`src/rtl/dm_access_pkg.sv`:
```
// Shared types and helpers for the MEM-stage data-memory access controller.
package dm_access_pkg;

  localparam int unsigned DM_BYTES_DEF = 226;
  localparam int unsigned ADDR_W_DEF   = 8;
  localparam int unsigned DATA_W_DEF   = 64;

  typedef enum logic [1:0] {SZ_B, SZ_H, SZ_W, SZ_D} size_e;

  typedef enum logic [2:0] {ST_IDLE, ST_RD, ST_CAP, ST_WR, ST_DONE} state_e;

  // Number of bytes moved by an access of the given size (1, 2, 4 or 8).
  function automatic logic [3:0] bytes_of(input size_e s);
    return 4'd1 << s;
  endfunction

  // Right-shift that brings the top S bytes of a big-endian line down to bit 0.
  function automatic logic [5:0] lane_shift(input size_e s);
    return 6'(7'd64 - {bytes_of(s), 3'b000});
  endfunction

endpackage

```
`src/rtl/dm_lane_unit.sv`:
```
// Byte-lane logic: merges store data into the top of a memory line and
// extracts/extends load data from it. Purely combinational.
module dm_lane_unit
  import dm_access_pkg::*;
(
  input  logic [63:0] line,
  input  logic [63:0] wdata,
  input  size_e       size,
  input  logic        sign_ext,
  output logic [63:0] merged_c,
  output logic [63:0] extracted_c
);

  logic [5:0]  sh;
  logic [63:0] low_ones;
  logic [63:0] top_mask;
  logic [63:0] raw;
  logic        fill;

  always_comb begin
    sh          = lane_shift(size);
    low_ones    = {64{1'b1}} >> sh;
    top_mask    = {64{1'b1}} << sh;
    // Access bytes sit at the top of the line (addr maps to [63:56]).
    merged_c    = (line & ~top_mask) | (wdata << sh);
    raw         = line >> sh;
    fill        = sign_ext && (size != SZ_D) && line[63];
    extracted_c = fill ? (raw | ~low_ones) : raw;
  end

endmodule

```
`src/rtl/dm_access_ctrl.sv`:
```
// MEM-stage initiator for the byte-addressed, big-endian, 8-byte-wide data memory:
// one request at a time, read-modify-write for sub-doubleword stores.
module dm_access_ctrl
  import dm_access_pkg::*;
#(
  parameter int unsigned DM_BYTES = DM_BYTES_DEF,
  parameter int unsigned ADDR_W   = ADDR_W_DEF,
  parameter int unsigned DATA_W   = DATA_W_DEF
) (
  input  logic              clock,
  input  logic              reset_n,
  input  logic              req_valid,
  output logic              req_ready,
  input  logic              req_write,
  input  logic [1:0]        req_size,
  input  logic              req_signed,
  input  logic [ADDR_W-1:0] req_addr,
  input  logic [DATA_W-1:0] req_wdata,
  output logic              resp_valid,
  output logic [DATA_W-1:0] resp_rdata,
  output logic              resp_err,
  output logic              busy,
  output logic [ADDR_W-1:0] dm_address,
  output logic [DATA_W-1:0] dm_write_data,
  output logic              dm_mem_read,
  output logic              dm_mem_write,
  input  logic [DATA_W-1:0] dm_read_data
);

  localparam int unsigned EXT_W = ADDR_W + 1;

  state_e            state;
  size_e             size_q;
  logic              sgn_q;
  logic              wr_q;
  logic [DATA_W-1:0] wdata_q;

  logic [EXT_W-1:0]  end_addr_c;
  logic              range_err_c;
  logic [63:0]       merged_c;
  logic [63:0]       extracted_c;

  // Last byte of the 8-byte line, computed one bit wider so 255+7 cannot wrap.
  assign end_addr_c  = {1'b0, req_addr} + EXT_W'(7);
  assign range_err_c = end_addr_c > EXT_W'(DM_BYTES - 1);

  dm_lane_unit u_lane (
    .line        (dm_read_data),
    .wdata       (wdata_q),
    .size        (size_q),
    .sign_ext    (sgn_q),
    .merged_c    (merged_c),
    .extracted_c (extracted_c)
  );

  always_ff @(posedge clock or negedge reset_n) begin
    if (!reset_n) begin
      state         <= ST_IDLE;
      size_q        <= SZ_B;
      sgn_q         <= 1'b0;
      wr_q          <= 1'b0;
      wdata_q       <= '0;
      req_ready     <= 1'b1;
      resp_valid    <= 1'b0;
      resp_rdata    <= '0;
      resp_err      <= 1'b0;
      busy          <= 1'b0;
      dm_address    <= '0;
      dm_write_data <= '0;
      dm_mem_read   <= 1'b0;
      dm_mem_write  <= 1'b0;
    end else begin
      resp_valid <= 1'b0;
      case (state)
        ST_IDLE: begin
          if (req_valid && req_ready) begin
            size_q    <= size_e'(req_size);
            sgn_q     <= req_signed;
            wr_q      <= req_write;
            wdata_q   <= req_wdata;
            req_ready <= 1'b0;
            busy      <= 1'b1;
            if (range_err_c) begin
              resp_valid <= 1'b1;
              resp_err   <= 1'b1;
              resp_rdata <= '0;
              state      <= ST_DONE;
            end else begin
              dm_address <= req_addr;
              if (req_write && (req_size == 2'd3)) begin
                dm_write_data <= req_wdata;
                dm_mem_write  <= 1'b1;
                state         <= ST_WR;
              end else begin
                dm_mem_read <= 1'b1;
                state       <= ST_RD;
              end
            end
          end
        end
        ST_RD: begin
          dm_mem_read <= 1'b0;
          state       <= ST_CAP;
        end
        ST_CAP: begin
          // Read data is stable now; either finish the load or write the merged line.
          if (wr_q) begin
            dm_write_data <= merged_c;
            dm_mem_write  <= 1'b1;
            state         <= ST_WR;
          end else begin
            resp_valid <= 1'b1;
            resp_err   <= 1'b0;
            resp_rdata <= extracted_c;
            state      <= ST_DONE;
          end
        end
        ST_WR: begin
          dm_mem_write <= 1'b0;
          resp_valid   <= 1'b1;
          resp_err     <= 1'b0;
          resp_rdata   <= '0;
          state        <= ST_DONE;
        end
        ST_DONE: begin
          req_ready <= 1'b1;
          busy      <= 1'b0;
          state     <= ST_IDLE;
        end
        default: begin
          req_ready    <= 1'b1;
          busy         <= 1'b0;
          dm_mem_read  <= 1'b0;
          dm_mem_write <= 1'b0;
          state        <= ST_IDLE;
        end
      endcase
    end
  end

endmodule

```
`config.mk`:
```
export PLATFORM = sky130hd
export DESIGN_NAME = dm_access_ctrl
export DESIGN_NICKNAME = d
export VERILOG_FILES = /design/src/rtl/dm_access_pkg.sv /design/src/rtl/dm_lane_unit.sv /design/src/rtl/dm_access_ctrl.sv
export SDC_FILE = /design/constraint.sdc
export NUM_CORES = 1
export LEC_CHECK = 0
export BUFFER_PORTS_ARGS = -buffer_cell sky130_fd_sc_hd__buf_2
export CORE_ASPECT_RATIO = 1.5
export CORE_MARGIN = 5
export CORE_UTILIZATION = 48
export DETAILED_ROUTE_END_ITERATION = 10
export GPL_ROUTABILITY_DRIVEN = 0
export GPL_TIMING_DRIVEN = 1
export PLACE_DENSITY = 0.77
export SYNTH_ARGS = -nofsm -noshare
export SYNTH_HDL_FRONTEND = slang
export SYNTH_SLANG_ARGS = --single-unit
export TNS_END_PERCENT = 30
```
`constraint.sdc`:
```
create_clock -name clock -period 1.8 [get_ports clock]
set_input_delay 0.27 -clock clock [delete_from_list [all_inputs] [get_ports clock]]
set_output_delay 0.27 -clock clock [all_outputs]
set_load 0.01 [all_outputs]
```
==> out/metrics.cfg, run 1 <==
[outcome]
outcome=complete, but fails checks
violations=negative setup slack

[clock_network]
cts_tree=yes
cts.clk_slew.worst_paths_ps=70
root_buffer=clkbuf_16
cts_buffers=21
clk_path_buf_depth=3
htree_levels=1
clock-sinks=213
clk_latency_ps=500

[timing]
worst_slew_pin_slew_ps=566
max_slew_margin=0.623
fin_skew_ps=10.8
slew_violations=0
finalSetupViolations=29
min_period_over_period=1.02
max_freq_ghz=0.547
fin_ws_ps=-29.5
finalHoldViolCount=0
period_needed_ps=1830
fin_tns_setup_ps=-506
grt_setup_unrepaired=yes

[global_routing]
grt_pass1_wl_um=59700
antenna_found_initial=3
grt-ovfl-total=0
grt_usage=0.297
grt_max_degree=69
met1_usage=0.352
grt_pass1_vias=10296
gr-usage-met2=0.493
grt_util_met3=0.0545
grt-busiest-layer=met2

[synth]
yosysTopAreaCell=dfrtp_1
synth.most_common_cell=nand2_1
synthFlopType=dfrtp_1
ys_types=46
syn-cell-area_um2=10800
syn_inst=1085
synthTopCellsByArea=dfrtp_1 (49%), nand2_1 (14%), mux2_4 (6.8%)
synth_area_per_cell_um2=9.96
synth-seq-area-share=0.493
ys_ff_latch=213
yosys_warnings=0
synth_top_area_share=0.491
syn-num-nets=1230
synthTopCellsByCount=nand2_1 (392), dfrtp_1 (212), nor2_1 (63), mux2_4 (49), clkbuf_1 (47)
synth_edf_count=0
async_flop_share=1.00

[power]
peakVddDrop_uv=1290
power.total_mw=24.7
power_density_nw_per_um2=1720
p_leak_nw=7.58

[detailed_routing]
wl_per_cell_um=22.6
routed_wl_um=39000
via_per_inst=5.79
ant_nets=0
drc_errors=0
num_vias=10016
dr.first_iter.drc_count=1038
first_pass_iters=7

[job]
maxCapViolations=0

[setup_path]
cp_max_fo=13
start_kind=flop
arrival_ps=2210
end_kind=flop
worstPathRequired_ps=2180
critPathKind=flop to flop

[die]
io_pins=285
fp.dieArea_um2=25700
fp.dieW_um=133
coreArea_um2=22300
start_util=0.485
fp.dieH_um=194
rows=67

[cells_and_area]
fin_nets=1586
layout-drive-gt1-share=0.367
fin_cells=1730
area_growth_pct=32.8
fin_area_um2=14400
n_fill_cell=1773

[place]
io_buffers=284
dp_hpwl_um=29200
dp.cells=1646
place_area_um2=13100

[min_path]
hp-class=input pin to flop

## report_power, final
group	total (mW)	internal, mW	switching [mW]	leakage, nW
Clock	4.33	2.42	1.91	0.313
Sequential	8.52	6.87	1.64	2.72
Combinational	11.8	5.58	6.25	4.55
## critical path, cell delays in order (launching register included)
cell	delay [ps]
dfstp_2	550
nand2_4	60
o31ai_4	180
buf_4	150
o311ai_4	110
buf_12	180
buf_12	160
mux2_4	300
## path summary, 6_finish.rpt
path	from	endpoint	slack (ps)	cells after the start
min in group asynchronous	reset_n	dm_write_data[35]$_DFFE_PN0P_	290	2
max in group asynchronous	reset_n	resp_rdata[53]$_DFFE_PN0P_	880	3
worst max-delay path	req_ready$_DFFE_PN1P_	dm_write_data[7]$_DFFE_PN0P_	-30	7
worst min register to register	wdata_q[57]$_DFFE_PN0P_	wdata_q[57]$_DFFE_PN0P_	470	2
worst max register to register	req_ready$_DFFE_PN1P_	dm_write_data[7]$_DFFE_PN0P_	-30	7
worst min-delay path	req_wdata[19]	wdata_q[19]$_DFFE_PN0P_	4	3
## layer usage
metal	up-vias	part of all wire
met1	4841	0.35
met3	151	0.084
met4	0	0.076
met5	-	0
met2	602	0.49
li1	4422	-
## timing repair
| item | in CTS | in global routing |
|---|---|---|
| gates resized for setup | 11 | 13 |
| endpoints found under the hold margin | 85 | 0 |
| endpoints found under the setup margin | 95 | 142 |
| hold buffers | 42 | 0 |
| setup buffers | 6 | 0 |
| pin swaps | 2 | 4 |
## placed cells by master, fill, tap and decap left out, drive strengths merged, types with 7 or more instances in the layout
cell type    count
a211oi          13
a21o            21
a21oi            7
a221oi           7
a22o            25
a31oi           34
buf            370
clkbuf          22
dfrtp          212
dlygate4sd3     42
inv              7
mux2            73
mux2i           39
mux4            24
nand2          392
nor2            65
o21ai           39
o2bb2ai         20
## registers in the layout, summed over array words and instances (netlist names), 2 cells and up
register	count
dm_write_data	64
resp_rdata	64
wdata_q	64
dm_address	8
state	3
size_q	2
## kinds of logic after synthesis
family          synth area share
buf+inv                   0.0409
simple gates               0.170
mux                        0.179
fa+ha+maj                0.00231
flops                      0.493
xor+xnor                0.000810
compound gates             0.114
## through the flow
| step | utilization | hold slack, ps | setup slack, ps |
|---|---|---|---|
| final | 0.644 | 3.98 | -29.5 |
| after global routing | 0.644 | 13.4 | -79.9 |
| after CTS | 0.641 | 1.66 | -37.4 |
| after detailed placement | 0.588 | 226 | -605 |
| after global placement | 0.588 | 220 | -551 |
| after floorplan | - | -25.6 | -192 |
## final cells by class
cell class	instances	area, um2	share of cell area
multi-input cells	786	5180	0.361
repair buffers	412	2790	0.194
clock inverters	11	120	0.00837
flip-flops and latches	213	5340	0.372
well taps	276	345	0.0241
clock buffers	22	529	0.0369
inverters	7	41.3	0.00288
diodes	3	7.51	0.000523
Note: power is estimated with default switching activity, not from simulation.
==> run 2, diff against run 1 <==
--- a/config.mk
+++ b/config.mk
@@ -5,6 +5,7 @@
 export SDC_FILE = /design/constraint.sdc
 export NUM_CORES = 1
 export LEC_CHECK = 0
+export ABC_CLOCK_PERIOD_IN_PS = 1800
 export BUFFER_PORTS_ARGS = -buffer_cell sky130_fd_sc_hd__buf_2
 export CORE_ASPECT_RATIO = 1.5
 export CORE_MARGIN = 5
@@ -13,6 +14,7 @@
 export GPL_ROUTABILITY_DRIVEN = 0
 export GPL_TIMING_DRIVEN = 1
 export PLACE_DENSITY = 0.77
+export SETUP_SLACK_MARGIN = 0.1
 export SYNTH_ARGS = -nofsm -noshare
 export SYNTH_HDL_FRONTEND = slang
 export SYNTH_SLANG_ARGS = --single-unit
==> run 2 against run 1 <==
Against the previous run:
- the run still ends with negative setup slack left
- global-route usage grew 0.48 points
- clock power about the same
- highest routed layer unchanged
- sequential share of layout area decreased by 0.73 points
- largest power group unchanged
- critical endpoint is now resp_rdata[2]$_DFFE_PN0P_
- die area stayed put
- sequential cell count did not move
- first-iteration DRC count shrank 0.67%
- clock-buffer cell count unchanged
- final cell count up 0.75%
==> out/metrics.cfg, run 2 (synthesis gave the netlist of run 1 again) <==
[outcome]
outcome=complete, but fails checks
violations=negative setup slack

[cells_and_area]
fin_nets=1599
layout-drive-gt1-share=0.372
n_fill_cell=1729
fin_cells=1743
reg_top3=dm_write_data x64, resp_rdata x64, wdata_q x64
final_cell_mix=nand2_1 (387), buf_2 (282), dfrtp_1 (209)
multi_input_area_um2=5180
register_area_um2=5340
final_common_cell=nand2_1
area_growth_pct=35.4

[timing]
fin_skew_ps=10.7
period_needed_ps=1900
grt_setup_unrepaired=yes
slew_violations=0
min_period_over_period=1.06
fin_ws_ps=-105
fin_tns_setup_ps=-5220
max_freq_ghz=0.525
finalHoldViolCount=0
finalSetupViolations=140
holdWs_ps=4.86
max_slew_margin=0.471
worst_slew_pin_slew_ps=793

[detailed_routing]
dr.first_iter.drc_count=1031
num_vias=10242
routed_wl_um=40500
first_pass_iters=6
ant_nets=0
drc_errors=0
via_per_inst=5.88
wl_per_cell_um=23.3

[place]
dp.cells=1646
place_ws_ps=-605
dp_hpwl_um=29200
io_buffers=284

[setup_path]
crit_family=buffers and inverters
crit_path_top_delay_cell=dfstp_2
cp_max_fo=31
critPathKind=flop to flop
worstPathCellList=nand2_4, buf_4, buf_6, nor4_4, a31oi_4, buf_12, buf_12, a22o_1
end_kind=flop
max_stage_delay_ps=560
path_buf_inv=4
start_kind=flop
arrival_ps=2290
worstPathRequired_ps=2180
cpMostUsedCell=buf_12

[die]
rows=67
start_util=0.485
fp.dieH_um=194
fp.dieW_um=133
coreArea_um2=22300
fp.dieArea_um2=25700
io_pins=285

[power]
p_leak_nw=7.76
power.total_mw=25.4
power_density_nw_per_um2=1730
peakVddDrop_uv=1210

[clock_network]
htree_levels=1
clk_path_buf_depth=3
clock-sinks=213
cts_tree=yes
root_buffer=clkbuf_16
cts.clk_slew.worst_paths_ps=70
cts_buffers=21
clk_latency_ps=500

[job]
maxCapViolations=0

[global_routing]
grt_max_degree=69
antenna_found_initial=3
grt_pass1_wl_um=60500
grt_usage=0.302
grt-ovfl-total=0
grt_pass1_vias=10432

[min_path]
hp-class=input pin to flop

## run 2: cell type report
| type | instances | area share |
|---|---|---|
| antenna | 3 | 0.000513 |
| clock buffer | 22 | 0.0362 |
| clock inverter | 11 | 0.00821 |
| inverter | 7 | 0.00282 |
| multi-input combinational | 786 | 0.354 |
| sequential | 213 | 0.365 |
| tap | 276 | 0.0236 |
| timing repair buffer | 425 | 0.210 |
## run 2: where the power goes
| part | switching, mW | internal, mW | total [mW] |
|---|---|---|---|
| Combinational | 6.47 | 6.01 | 12.5 |
| Clock | 1.92 | 2.42 | 4.34 |
| Sequential | 1.67 | 6.87 | 8.54 |
| Total | 10.1 | 15.3 | 25.4 |
## run 2: worst paths after layout
kind	startpoint	end	slack, ps	cells past startpoint
worst max-delay path	req_ready$_DFFE_PN1P_	resp_rdata[2]$_DFFE_PN0P_	-100	8
worst min-delay path	req_wdata[19]	wdata_q[19]$_DFFE_PN0P_	5	3
worst max register to register	req_ready$_DFFE_PN1P_	resp_rdata[2]$_DFFE_PN0P_	-100	8
worst min register to register	wdata_q[57]$_DFFE_PN0P_	wdata_q[57]$_DFFE_PN0P_	470	2
max in group asynchronous	reset_n	wdata_q[21]$_DFFE_PN0P_	870	3
min in group asynchronous	reset_n	dm_write_data[35]$_DFFE_PN0P_	280	2
## run 2: through the flow
| step | area [um2] | utilization |
|---|---|---|
| after global routing | 14600 | 0.656 |
| after CTS | 14500 | 0.649 |
| after detailed placement | 13100 | 0.588 |
| after floorplan | 10800 | - |
| final | 14600 | 0.656 |
| after global placement | 13100 | 0.588 |
## run 2: metal layers
metal  up-vias  routed length (um)  track usage
li1       4445                   -            -
met5         -                   0            0
met1      4957               14100        0.353
met3       185                3490       0.0569
met2       655               19400        0.500
met4         0                3610        0.210
## run 2: worst min-delay path, stage by stage
cell     delay, ps
buf_2          100
nand2_1         50
nand2_1         50
## run 2: what timing repair did
item | in CTS | in global routing
resized for setup | 25 | 10
hold buffers | 42 | 0
buffers inserted | 8 | 4
setup endpoints to repair | 134 | 207
gates cloned | 3 | 4
pin swaps | 34 | 16
endpoints found under the hold margin | 85 | 0
==> run 3, diff against run 2 <==
--- a/config.mk
+++ b/config.mk
@@ -13,7 +13,7 @@
 export DETAILED_ROUTE_END_ITERATION = 10
 export GPL_ROUTABILITY_DRIVEN = 0
 export GPL_TIMING_DRIVEN = 1
-export PLACE_DENSITY = 0.77
+export PLACE_DENSITY = 0.87
 export SETUP_SLACK_MARGIN = 0.1
 export SYNTH_ARGS = -nofsm -noshare
 export SYNTH_HDL_FRONTEND = slang
==> run 3 against run 2 <==
Against the previous run:
- the flow still finishes with violations (negative setup slack)
- total power increased by 1.4%
- clock skew about the same
- largest cell class unchanged
- fmax grew 2.7%
- combinational power barely moved
- global-route usage is essentially flat
- critical path type unchanged
==> out/metrics.cfg, run 3 (synthesis gave the netlist of run 1 again) <==
[outcome]
outcome=complete, but fails checks
violations=negative setup slack

[power]
power_density_nw_per_um2=1770
power.total_mw=25.7
p_leak_nw=7.67
peakVddDrop_uv=1140

[job]
maxCapViolations=0

[timing]
finalSetupViolations=72
fin_tns_setup_ps=-2480
fin_skew_ps=10.6
finalHoldViolCount=0
slew_violations=0
max_slew_margin=0.496
worst_slew_pin_slew_ps=756
period_needed_ps=1860
grt_setup_unrepaired=yes
fin_ws_ps=-55.2
max_freq_ghz=0.539
min_period_over_period=1.03

[place]
io_buffers=284
dp_hpwl_um=29400

[cells_and_area]
fin_nets=1587
final_cell_mix=nand2_1 (386), buf_2 (282), dfrtp_1 (209)
reg_top3=dm_write_data x64, resp_rdata x64, wdata_q x64
multi_input_area_um2=5220
final_common_cell=nand2_1
layout-drive-gt1-share=0.364
area_growth_pct=34.6
n_fill_cell=1609
register_area_um2=5340

[global_routing]
grt_pass1_wl_um=60600
antenna_found_initial=9
grt_usage=0.302
grt-ovfl-total=0
grt_max_degree=69
grt_pass1_vias=10359

[detailed_routing]
num_vias=10380
via_per_inst=5.97
wl_per_cell_um=23.7
ant_nets=0
dr.first_iter.drc_count=1202
first_pass_iters=5
drc_errors=0
routed_wl_um=41300

[setup_path]
end_kind=flop
timing.rr.start=state[2]$_DFFE_PN0N_
reg2reg_depth=8
max_stage_delay_ps=440
start_kind=flop
crit_path_top_delay_cell=dfrtp_2
critPathKind=flop to flop
arrival_ps=2290
worstPathCellList=nand2b_2, nor2_4, buf_4, buf_12, buf_16, nor2_1, a31oi_2, mux2_4
cp_max_fo=17
worstPathRequired_ps=2240
ff2ff_setup_slack_ps=-60
timing.rr.end=dm_write_data[18]$_DFFE_PN0P_

[clock_network]
clk_latency_ps=500
root_buffer=clkbuf_16
cts.clk_slew.worst_paths_ps=70
clock-sinks=213
clk_path_buf_depth=3
htree_levels=1
cts_buffers=21
cts_tree=yes

[min_path]
hp-class=input pin to flop
hold_start=req_wdata[37]
whs_path_depth=3
min_to=wdata_q[37]$_DFFE_PN0P_

[die]
fp.dieH_um=194
coreArea_um2=22300
fp.dieW_um=133
rows=67
start_util=0.485
fp.dieArea_um2=25700
io_pins=285

## run 3: changes by cell type in the layout (fill, tap and decap cells not counted), moves of 3 or more
cell,change
mux2_4,+8
diode_2,+5
nand2b_2,+3
buf_12,-6
buf_4,-11
dlygate4sd3_1,+7
mux2_2,-8
## run 3: critical path: cells and delay by family (launching register included)
kind | cells | cell delay [ps]
flops | 1 | 440
mux | 1 | 190
simple gates | 3 | 500
compound gates | 1 | 220
buf+inv | 3 | 440
## run 3: final cells by class
class | count | area share
inverter | 7 | 0.00284
antenna | 8 | 0.00138
clock buffer | 25 | 0.0378
multi-input combinational | 786 | 0.358
sequential | 213 | 0.367
timing repair buffer | 413 | 0.197
tap | 276 | 0.0237
clock inverter | 11 | 0.0118
## run 3: per-stage QoR
| stage | cell area [um2] | cells | hold WS [ps] | setup slack (ps) | util |
|---|---|---|---|---|---|
| 3_3_place_gp | 13000 | 1635 | 210 | -500 | 0.584 |
| 5_1_grt | 14600 | 1737 | 5.55 | -116 | 0.653 |
| 3_5_place_dp | 13000 | 1635 | 215 | -578 | 0.584 |
| 2_1_floorplan | 10800 | 1085 | -25.6 | -192 | - |
| 6_report | 14600 | 1739 | 2.07 | -55.2 | 0.653 |
| 4_1_cts | 14300 | 1719 | 0.483 | -48.1 | 0.641 |
## run 3: worst max path at each step
stage | endpoint | startpoint | slack [ps]
4_1_cts | dm_write_data[18]$_DFFE_PN0P_ | req_ready$_DFFE_PN1P_ | -50
3_3_place_gp | dm_write_data[63]$_DFFE_PN0P_ | req_addr[1] | -500
6_report | dm_write_data[18]$_DFFE_PN0P_ | state[2]$_DFFE_PN0N_ | -60
5_1_grt | dm_write_data[8]$_DFFE_PN0P_ | state[2]$_DFFE_PN0N_ | -120
3_5_place_dp | dm_write_data[48]$_DFFE_PN0P_ | req_addr[1] | -580
2_1_floorplan | dm_write_data[0]$_DFFE_PN0P_ | req_addr[1] | -190
## run 3: what timing repair did
action | CTS | global route
setup buffers | 0 | 5
gates cloned | 0 | 6
endpoints found under the hold margin | 95 | 1
hold buffers | 48 | 1
endpoints found under the setup margin | 156 | 205
gates resized for setup | 17 | 22
pin swaps | 0 | 21
## run 3: metal layers
layer | share of wire | vias to the layer above | routed length, um | GRT usage
li1 | - | 4437 | - | -
met1 | 0.33 | 4984 | 13800 | 0.345
met2 | 0.48 | 742 | 19700 | 0.503
met3 | 0.098 | 211 | 4030 | 0.0737
met4 | 0.089 | 6 | 3660 | 0.197
met5 | 0.00075 | - | 31 | 0
## run 3: power by group
part	leakage [nW]	internal, mW	switching, mW
Clock	0.347	2.78	1.95
Sequential	2.72	6.87	1.67
Combinational	4.61	5.84	6.60
Total	7.67	15.5	10.2
